--- src/rtl/frac_clk_gen_multi.sv ---
// rtl/frac_clk_gen_multi.sv - multi-channel dual-modulus fractional-N clock generator
module frac_clk_gen_multi #(
    parameter int NUM_CH      = 4,
    parameter int DIV_W       = 16,
    parameter int ACC_W       = 32,
    parameter int RST_DIV_INT = 1,
    localparam int CH_W       = (NUM_CH > 1) ? $clog2(NUM_CH) : 1
) (
    input  logic              clk_in,
    input  logic              reset,
    input  logic [NUM_CH-1:0] en,
    input  logic              cfg_valid,
    output logic              cfg_ready,
    input  logic [CH_W-1:0]   cfg_ch,
    input  logic [DIV_W-1:0]  cfg_int,
    input  logic [ACC_W-1:0]  cfg_frac,
    output logic              cfg_err,
    output logic [NUM_CH-1:0] clk_out,
    output logic [NUM_CH-1:0] tick,
    output logic [NUM_CH-1:0] pending
);

    typedef enum logic [1:0] {ST_IDLE, ST_HI, ST_LO, ST_STOP} state_t;

    localparam logic [CH_W:0]  NUM_CH_L = (CH_W + 1)'(NUM_CH);
    localparam logic [DIV_W:0] CNT_ONE  = {{DIV_W{1'b0}}, 1'b1};

    logic pend_sel;
    logic ch_ok;
    logic cfg_good;
    logic cfg_acc;

    // Out-of-range channels match no pending bit, so they are always ready.
    always_comb begin
        pend_sel = 1'b0;
        for (int i = 0; i < NUM_CH; i++)
            if (cfg_ch == CH_W'(i)) pend_sel = pending[i];
    end

    assign ch_ok     = {1'b0, cfg_ch} < NUM_CH_L;
    assign cfg_good  = ch_ok && (cfg_int != '0);
    assign cfg_ready = !pend_sel;
    assign cfg_acc   = cfg_valid && cfg_ready;

    always_ff @(posedge clk_in or posedge reset) begin
        if (reset) cfg_err <= 1'b0;
        else       cfg_err <= cfg_acc && !cfg_good;
    end

    for (genvar g = 0; g < NUM_CH; g++) begin : g_ch
        state_t             st, st_nxt;
        logic [DIV_W:0]     cnt, cnt_nxt;
        logic [ACC_W-1:0]   acc, acc_nxt, act_frac, sh_frac, base, frac_sel;
        logic [DIV_W-1:0]   act_int, sh_int, int_sel;
        logic [ACC_W:0]     sum;
        logic               out_q, out_nxt, tick_q, tick_nxt, pend_q;
        logic               apply, start, wr;

        assign wr = cfg_acc && cfg_good && (cfg_ch == CH_W'(g));

        always_comb begin
            st_nxt   = st;
            cnt_nxt  = cnt;
            acc_nxt  = acc;
            out_nxt  = out_q;
            tick_nxt = 1'b0;
            apply    = 1'b0;
            start    = 1'b0;
            case (st)
                ST_IDLE: begin
                    acc_nxt = '0;
                    cnt_nxt = '0;
                    apply   = pend_q;
                    if (en[g]) begin
                        st_nxt   = ST_HI;
                        start    = 1'b1;
                        out_nxt  = 1'b1;
                        tick_nxt = 1'b1;
                    end
                end
                ST_HI: begin
                    if (cnt == '0) begin
                        out_nxt = 1'b0;
                        if (en[g]) begin
                            st_nxt = ST_LO;
                            start  = 1'b1;
                        end else begin
                            st_nxt = ST_IDLE;
                        end
                    end else begin
                        cnt_nxt = cnt - CNT_ONE;
                        if (!en[g]) st_nxt = ST_STOP;
                    end
                end
                ST_LO: begin
                    if (!en[g]) begin
                        st_nxt = ST_IDLE;
                    end else if (cnt == '0) begin
                        st_nxt   = ST_HI;
                        start    = 1'b1;
                        out_nxt  = 1'b1;
                        tick_nxt = 1'b1;
                        apply    = pend_q;
                    end else begin
                        cnt_nxt = cnt - CNT_ONE;
                    end
                end
                default: begin
                    if (cnt == '0) begin
                        out_nxt = 1'b0;
                        st_nxt  = ST_IDLE;
                    end else begin
                        cnt_nxt = cnt - CNT_ONE;
                    end
                end
            endcase
            // A freshly applied config or a restart from IDLE begins with a cleared accumulator.
            int_sel  = apply ? sh_int : act_int;
            frac_sel = apply ? sh_frac : act_frac;
            base     = (apply || st == ST_IDLE) ? '0 : acc;
            sum      = {1'b0, base} + {1'b0, frac_sel};
            if (start) begin
                acc_nxt = sum[ACC_W-1:0];
                cnt_nxt = {1'b0, int_sel} + {{DIV_W{1'b0}}, sum[ACC_W]} - CNT_ONE;
            end
        end

        always_ff @(posedge clk_in or posedge reset) begin
            if (reset) begin
                st       <= ST_IDLE;
                cnt      <= '0;
                acc      <= '0;
                out_q    <= 1'b0;
                tick_q   <= 1'b0;
                pend_q   <= 1'b0;
                act_int  <= DIV_W'(RST_DIV_INT);
                act_frac <= '0;
                sh_int   <= DIV_W'(RST_DIV_INT);
                sh_frac  <= '0;
            end else begin
                st     <= st_nxt;
                cnt    <= cnt_nxt;
                acc    <= acc_nxt;
                out_q  <= out_nxt;
                tick_q <= tick_nxt;
                // wr needs pend_q low and apply needs it high, so they never coincide.
                if (apply) begin
                    act_int  <= sh_int;
                    act_frac <= sh_frac;
                    pend_q   <= 1'b0;
                end else if (wr) begin
                    sh_int  <= cfg_int;
                    sh_frac <= cfg_frac;
                    pend_q  <= 1'b1;
                end
            end
        end

        assign clk_out[g] = out_q;
        assign tick[g]    = tick_q;
        assign pending[g] = pend_q;
    end

endmodule

--- config.mk ---
export PLATFORM = sky130hd
export DESIGN_NAME = frac_clk_gen_multi
export DESIGN_NICKNAME = d
export VERILOG_FILES = /design/src/rtl/frac_clk_gen_multi.sv
export SDC_FILE = /design/constraint.sdc
export NUM_CORES = 2
export LEC_CHECK = 0
export ABC_CLOCK_PERIOD_IN_PS = 30900
export CORE_AREA = 2 2 362 364
export CTS_CLUSTER_DIAMETER = 100
export CTS_CLUSTER_SIZE = 24
export DETAILED_ROUTE_END_ITERATION = 7
export DIE_AREA = 0 0 364 366
export GPL_ROUTABILITY_DRIVEN = 0
export PLACE_DENSITY = 0.42
export SLEW_MARGIN = 0
export SYNTH_ARGS = -nofsm -noshare
export SYNTH_HDL_FRONTEND = slang
export SYNTH_SLANG_ARGS = --single-unit
--- constraint.sdc ---
create_clock -name clk_in -period 30.9 [get_ports clk_in]
set_clock_uncertainty 0.1 [all_clocks]
set_input_delay 6.18 -clock clk_in [delete_from_list [all_inputs] [get_ports clk_in]]
set_output_delay 6.18 -clock clk_in [all_outputs]
set_load 0.01 [all_outputs]
-- Yosys cells after proc, flatten, opt, wreduce, memory -nomap -nowiden
Index checks and enable logic that the tools add are counted.
W data, S select, Z words.
- input port bits: 57
- output and inout port bits: 14
- bits in registers: 601
- eq/ne operators: 35
- mux-type cells: 136
- reductions and logical operators: 51
- bitwise gates (word level): 4
- $add $sub $neg: 16
- operators with widths (cell ; count):
    $mux W32 ; 16
    $mux W17 ; 12
    $pmux W17 S2 ; 4
    $sub A17 B1 Y17 const B ; 8
    $add A32 B32 Y33 ; 4
    $add A16 B1 Y17 ; 4
    $logic_not A17 Y1 ; 4
    $mux W16 ; 4
    $mux W2 ; 28
    $mux W1 ; 52
    $ne A3 B3 Y1 const B ; 12
    $reduce_and A4 Y1 ; 8
    $ne A2 B2 Y1 const B ; 12
    $pmux W1 S2 ; 12
    $pmux W2 S3 ; 4
    $reduce_bool A2 Y1 ; 12
    $reduce_bool A16 Y1 ; 1
    $reduce_bool A4 Y1 ; 4
    $eq A2 B2 Y1 const B ; 6
    $pmux W1 S3 ; 4
    $eq A2 B1 Y1 const B ; 5
    $logic_not A2 Y1 ; 5
    $reduce_and A2 Y1 ; 4
    $logic_and A1 B1 Y1 ; 7
    3 further kinds ; 10

-- Longest topological paths before layout
- depth after elaboration: 11
- gate-level depth with buffers: 30
- gate-level depth less buffers: 27

-- Worst setup path before layout
No wires, ideal clock.
- path kind: input to output
- start: input port cfg_ch[0]
- end: output port cfg_ready
- slack: 17.866 ns
- data required time: 24.620 ns
- stages on the path: 2
- arrival: 6.755 ns
- cell sequence: mux4_2 > inv_1
- word-level cells in the longest chain between the ends: 6
- ends and longest elaborated chain (item ; RTL line ; source):
    start: declaration ; 14 ; input logic [CH_W-1:0] cfg_ch,
    $logic_not A2 Y1 ; 37 ; if (cfg_ch == CH_W'(i)) pend_sel = pending[i];
    $mux W1 (3 in series) ; 37 ;
    $mux W1 (*) ; 37 ;
    $logic_not A1 Y1 (*) ; 42 ; assign cfg_ready = !pend_sel;
    end: declaration ; 13 ; output logic cfg_ready,
Mark *: on every way between the ends. The rest lies on a longest branch, timed or not.

-- Worst setup path after layout
Same ends and word-level chain as after synthesis.

==> Flow_metrics.wiki <==
{| class="wikitable"
! Metric !! Value
|-
| Run status || finished clean
|-
| Clock-pin slew on the worst setup and hold paths || 100 ps
|-
| Netlist Area Pre-Place || 0.0333 sq mm
|-
| Synthesized netlist cell count || 3368
|-
| Fraction of registers with async set/reset || 100%
|-
| Worst EP arrival || 7980 ps
|-
| Critical-path cell with the highest stage delay || sky130_fd_sc_hd__clkdlybuf4s50_1
|-
| Relative slew slack || 25.4%
|-
| Largest fanout on the critical path || 5
|-
| Post-synthesis cell type with the largest combined area || sky130_fd_sc_hd__dfrtp_1
|-
| Post-Syn Nets || 3589
|-
| Final-report setup violation count || 0
|-
| Number of nets in the finished design || 3596
|-
| Synthesis-to-layout area growth || 11.5%
|-
| Number of buffers inserted for hold repair after clock tree synthesis || 0
|-
| Nature of the critical path endpoint || primary output
|-
| Static leakage || 17.0 nW
|-
| Setup repair after global routing missed its margin || false
|-
| Height of the die || 366 um
|-
| Max clock buf depth || 3
|-
| Total count of max-transition violations in the final report || 0
|-
| Residual overflow from global routing || 0
|-
| Fraction of post-synthesis cell area in the top cell type by area || 44.5%
|-
| DRC viols || 0
|-
| Most common cell type on the critical path || sky130_fd_sc_hd__clkdlybuf4s50_1
|-
| Max Cap Viol || 0
|-
| Core Region || 0.129 sq mm
|-
| Dominant cells by area after synthesis || sky130_fd_sc_hd__dfrtp_1 (45%), sky130_fd_sc_hd__mux2_2 (9.3%), sky130_fd_sc_hd__ha_1 (6.0%)
|-
| Total number of yosys warnings || 0
|-
| DR WL/cell || 19.2 um
|-
| Post-cts repair resize count || 0
|-
| Post-Place Cell Area || 0.0361 sq mm
|-
| Worst min path class || register to register
|-
| Predominant post-synthesis flop cell || sky130_fd_sc_hd__dfrtp_1
|-
| Area used by multi-input combinational logic || 0.0173 sq mm
|-
| Total of fill cells in the finished design || 13600
|-
| Aggregate routed wire length || 98.6 mm
|-
| Final critical-path required period || 14260 ps
|-
| Number of global-route vias before repair || 24500
|-
| Final hold violation count || 0
|-
| Average footprint of a synthesized cell || 9.89 sq um
|-
| Register area || 0.0150 sq mm
|-
| Fmax || 0.0701 GHz
|-
| Largest net degree at the start of global routing || 160
|-
| Estimated wirelength of the detail-placed design || 66.7 mm
|-
| Die boundary width || 364 um
|-
| Count of vias placed by the detailed router || 24700
|-
| Die area || 0.133 sq mm
|-
| Clock buffer count from CTS || 35
|-
| Highest cell delay on the worst timing path || 620 ps
|-
| Sum of negative setup slack || 0 ps
|-
| Synth Register Bits || 601
|-
| Number of enable flip-flop cells after synthesis || 0
|-
| P per Cell Area || 102 mW/mm^2
|-
| Critical-path cell list || clkdlybuf4s50_1 -> mux4_2 -> inv_1 -> clkdlybuf4s50_1
|-
| CP startpoint kind || primary input
|-
| Worst vdd rail ir drop || 0.0483 mV
|-
| Wire length of the first global-routing pass || 153 mm
|-
| Period Utilization, post-route || 46.1%
|-
| Buffers and inverters on the worst path || 3
|-
| IO Pins || 71
|-
| TritonCTS clock tree || yes
|-
| CTS root buffer || sky130_fd_sc_hd__clkbuf_16
|-
| Count of cell types in the netlist || 88
|-
| Buffers added on ports || 70
|-
| Worst EP required || 24620 ps
|-
| Antenna violations before repair || 9
|-
| Pin slew with the least headroom to its limit || 1120 ps
|-
| Starting density of the core || 25.8%
|-
| Post-synthesis sequential area ratio || 45.2%
|-
| Clock latency on the worst-skew pair || 630 ps
|-
| Fraction of layout cells with a size suffix above 1 || 13.1%
|-
| Critical path class || primary input to primary output
|-
| Global-route usage over all layers || 14.7%
|-
| Placement row count || 132
|-
| Buffer count from post-CTS setup fixing || 0
|-
| Pwr Total || 3.80 mW
|-
| Non-Filler Cell Area, Final || 0.0372 sq mm
|-
| Via density || 4.80
|-
| Htree depth || 2
|-
| Number of clock sinks || 601
|-
| Number of nets with antenna violations after routing || 0
|-
| Number of detailed-route iterations in the first pass || 7
|-
| Kind of cell adding the most delay to the critical path || buffers and inverters
|-
| Violation count after the first detailed-route iteration || 1561
|}
cells in the mapped netlist, types with 77 or more instances:
master and instances:
sky130_fd_sc_hd__a21o_1 81, sky130_fd_sc_hd__a21oi_1 153, sky130_fd_sc_hd__and3_1 80, sky130_fd_sc_hd__clkbuf_1 106
sky130_fd_sc_hd__dfrtp_1 593, sky130_fd_sc_hd__ha_1 160, sky130_fd_sc_hd__inv_1 106, sky130_fd_sc_hd__mux2_2 275
sky130_fd_sc_hd__nand2_1 458, sky130_fd_sc_hd__nand3_1 90, sky130_fd_sc_hd__nor2_1 155, sky130_fd_sc_hd__o21ai_0 250
sky130_fd_sc_hd__xnor2_1 77
report_power, final:
part / leakage (nW) / switching (mW) / total (mW) / internal (mW)
combinational: 8.99 / 1.14 / 1.94 / 0.800
sequential: 7.52 / 0.201 / 1.33 / 1.13
clock: 0.532 / 0.306 / 0.527 / 0.221
total: 17.0 / 1.65 / 3.80 / 2.15
state kept, by name, indices dropped and copies added, names as in the netlist:
register / flops
g_ch.sh_frac: 128
g_ch.acc: 128
g_ch.cnt: 68
g_ch.st: 8
g_ch.out_q: 4
cfg_err: 1
g_ch.act_int: 64
g_ch.sh_int: 64
g_ch.act_frac: 128
g_ch.tick_q: 4
g_ch.pend_q: 4
cell families after synthesis:
| logic type | share of synthesized area [%] |
|---|---|
| mux | 10.6 |
| buf+inv | 3.12 |
| xor+xnor | 3.60 |
| flops | 45.2 |
| simple gates | 17.1 |
| fa+ha+maj | 6.25 |
| compound gates | 14.2 |
worst paths after layout:
kind                                    to            start  cells past startpoint  slack [ps]
hold / removal             g_ch[0].acc[29]  g_ch[0].acc[29]                      2         380
max in group asynchronous  g_ch[0].acc[18]            reset                      4       22410
min in group asynchronous  g_ch[2].cnt[11]            reset                      2        6070
setup reg to reg           g_ch[1].cnt[14]    g_ch[1].st[0]                     26       23450
setup / recovery                 cfg_ready        cfg_ch[0]                      4       16640
hold reg to reg            g_ch[0].acc[29]  g_ch[0].acc[29]                      2         380
cell usage in the layout (no fill, tap or decap), types with 10 or more instances in the layout:
cell type / instances
sky130_fd_sc_hd__nor4_1: 33
sky130_fd_sc_hd__clkdlybuf4s50_1: 70
sky130_fd_sc_hd__a21o_1: 81
sky130_fd_sc_hd__nand2b_1: 24
sky130_fd_sc_hd__o221ai_1: 23
sky130_fd_sc_hd__nand4_1: 13
sky130_fd_sc_hd__and3_1: 80
sky130_fd_sc_hd__xnor2_1: 77
sky130_fd_sc_hd__xor2_1: 60
sky130_fd_sc_hd__nand2_1: 457
sky130_fd_sc_hd__nor2b_1: 25
sky130_fd_sc_hd__o21a_1: 23
sky130_fd_sc_hd__a221o_1: 10
sky130_fd_sc_hd__a21oi_1: 151
sky130_fd_sc_hd__ha_1: 160
sky130_fd_sc_hd__a32o_1: 10
sky130_fd_sc_hd__o21bai_1: 18
sky130_fd_sc_hd__a31o_2: 12
sky130_fd_sc_hd__nor3_1: 63
sky130_fd_sc_hd__dfrtp_1: 593
sky130_fd_sc_hd__clkbuf_16: 35
sky130_fd_sc_hd__a211oi_1: 16
sky130_fd_sc_hd__mux2_2: 275
sky130_fd_sc_hd__and2_1: 71
sky130_fd_sc_hd__or3_1: 26
sky130_fd_sc_hd__inv_1: 104
sky130_fd_sc_hd__mux2i_1: 39
sky130_fd_sc_hd__or4_1: 10
sky130_fd_sc_hd__buf_4: 48
sky130_fd_sc_hd__a22o_1: 10
sky130_fd_sc_hd__o211ai_1: 18
sky130_fd_sc_hd__o31ai_1: 24
sky130_fd_sc_hd__or2_2: 11
sky130_fd_sc_hd__o21ai_0: 248
sky130_fd_sc_hd__nand3b_1: 44
sky130_fd_sc_hd__nor2_1: 153
sky130_fd_sc_hd__nand3_1: 90
per-layer routing:
metal  part of all wire (%)  global-route usage, %
met1                     51                   21.8
met2                     44                   23.2
met3                    2.7                   1.33
met4                    2.0                   3.14
met5                      0                      0
cell type report:
class	instances	share of cell area, %
tap	1742	5.87
multi-input combinational	2511	46.6
clock inverter	19	0.475
timing repair buffer	120	2.96
clock buffer	43	2.44
inverter	106	1.09
antenna	6	0.0404
sequential	601	40.5
per-stage QoR:
| stage | std cells | utilization, % | setup slack (ps) | hold slack (ps) |
|---|---|---|---|---|
| 2_1_floorplan | 3368 | - | 7810 | 340 |
| 3_3_place_gp | 5080 | 28.0 | 16640 | 355 |
| 3_5_place_dp | 5080 | 28.0 | 16640 | 363 |
| 4_1_cts | 5142 | 28.8 | 16630 | 386 |
| 5_1_grt | 5142 | 28.8 | 16560 | 404 |
| 6_report | 5148 | 28.8 | 16640 | 380 |
worst min-delay path, cell delays in order, from the launching register on:
cell	delay, ps
sky130_fd_sc_hd__dfrtp_1	350
sky130_fd_sc_hd__nand2_1	40
sky130_fd_sc_hd__o21ai_0	60
Note: power is estimated with default switching activity, not from simulation.
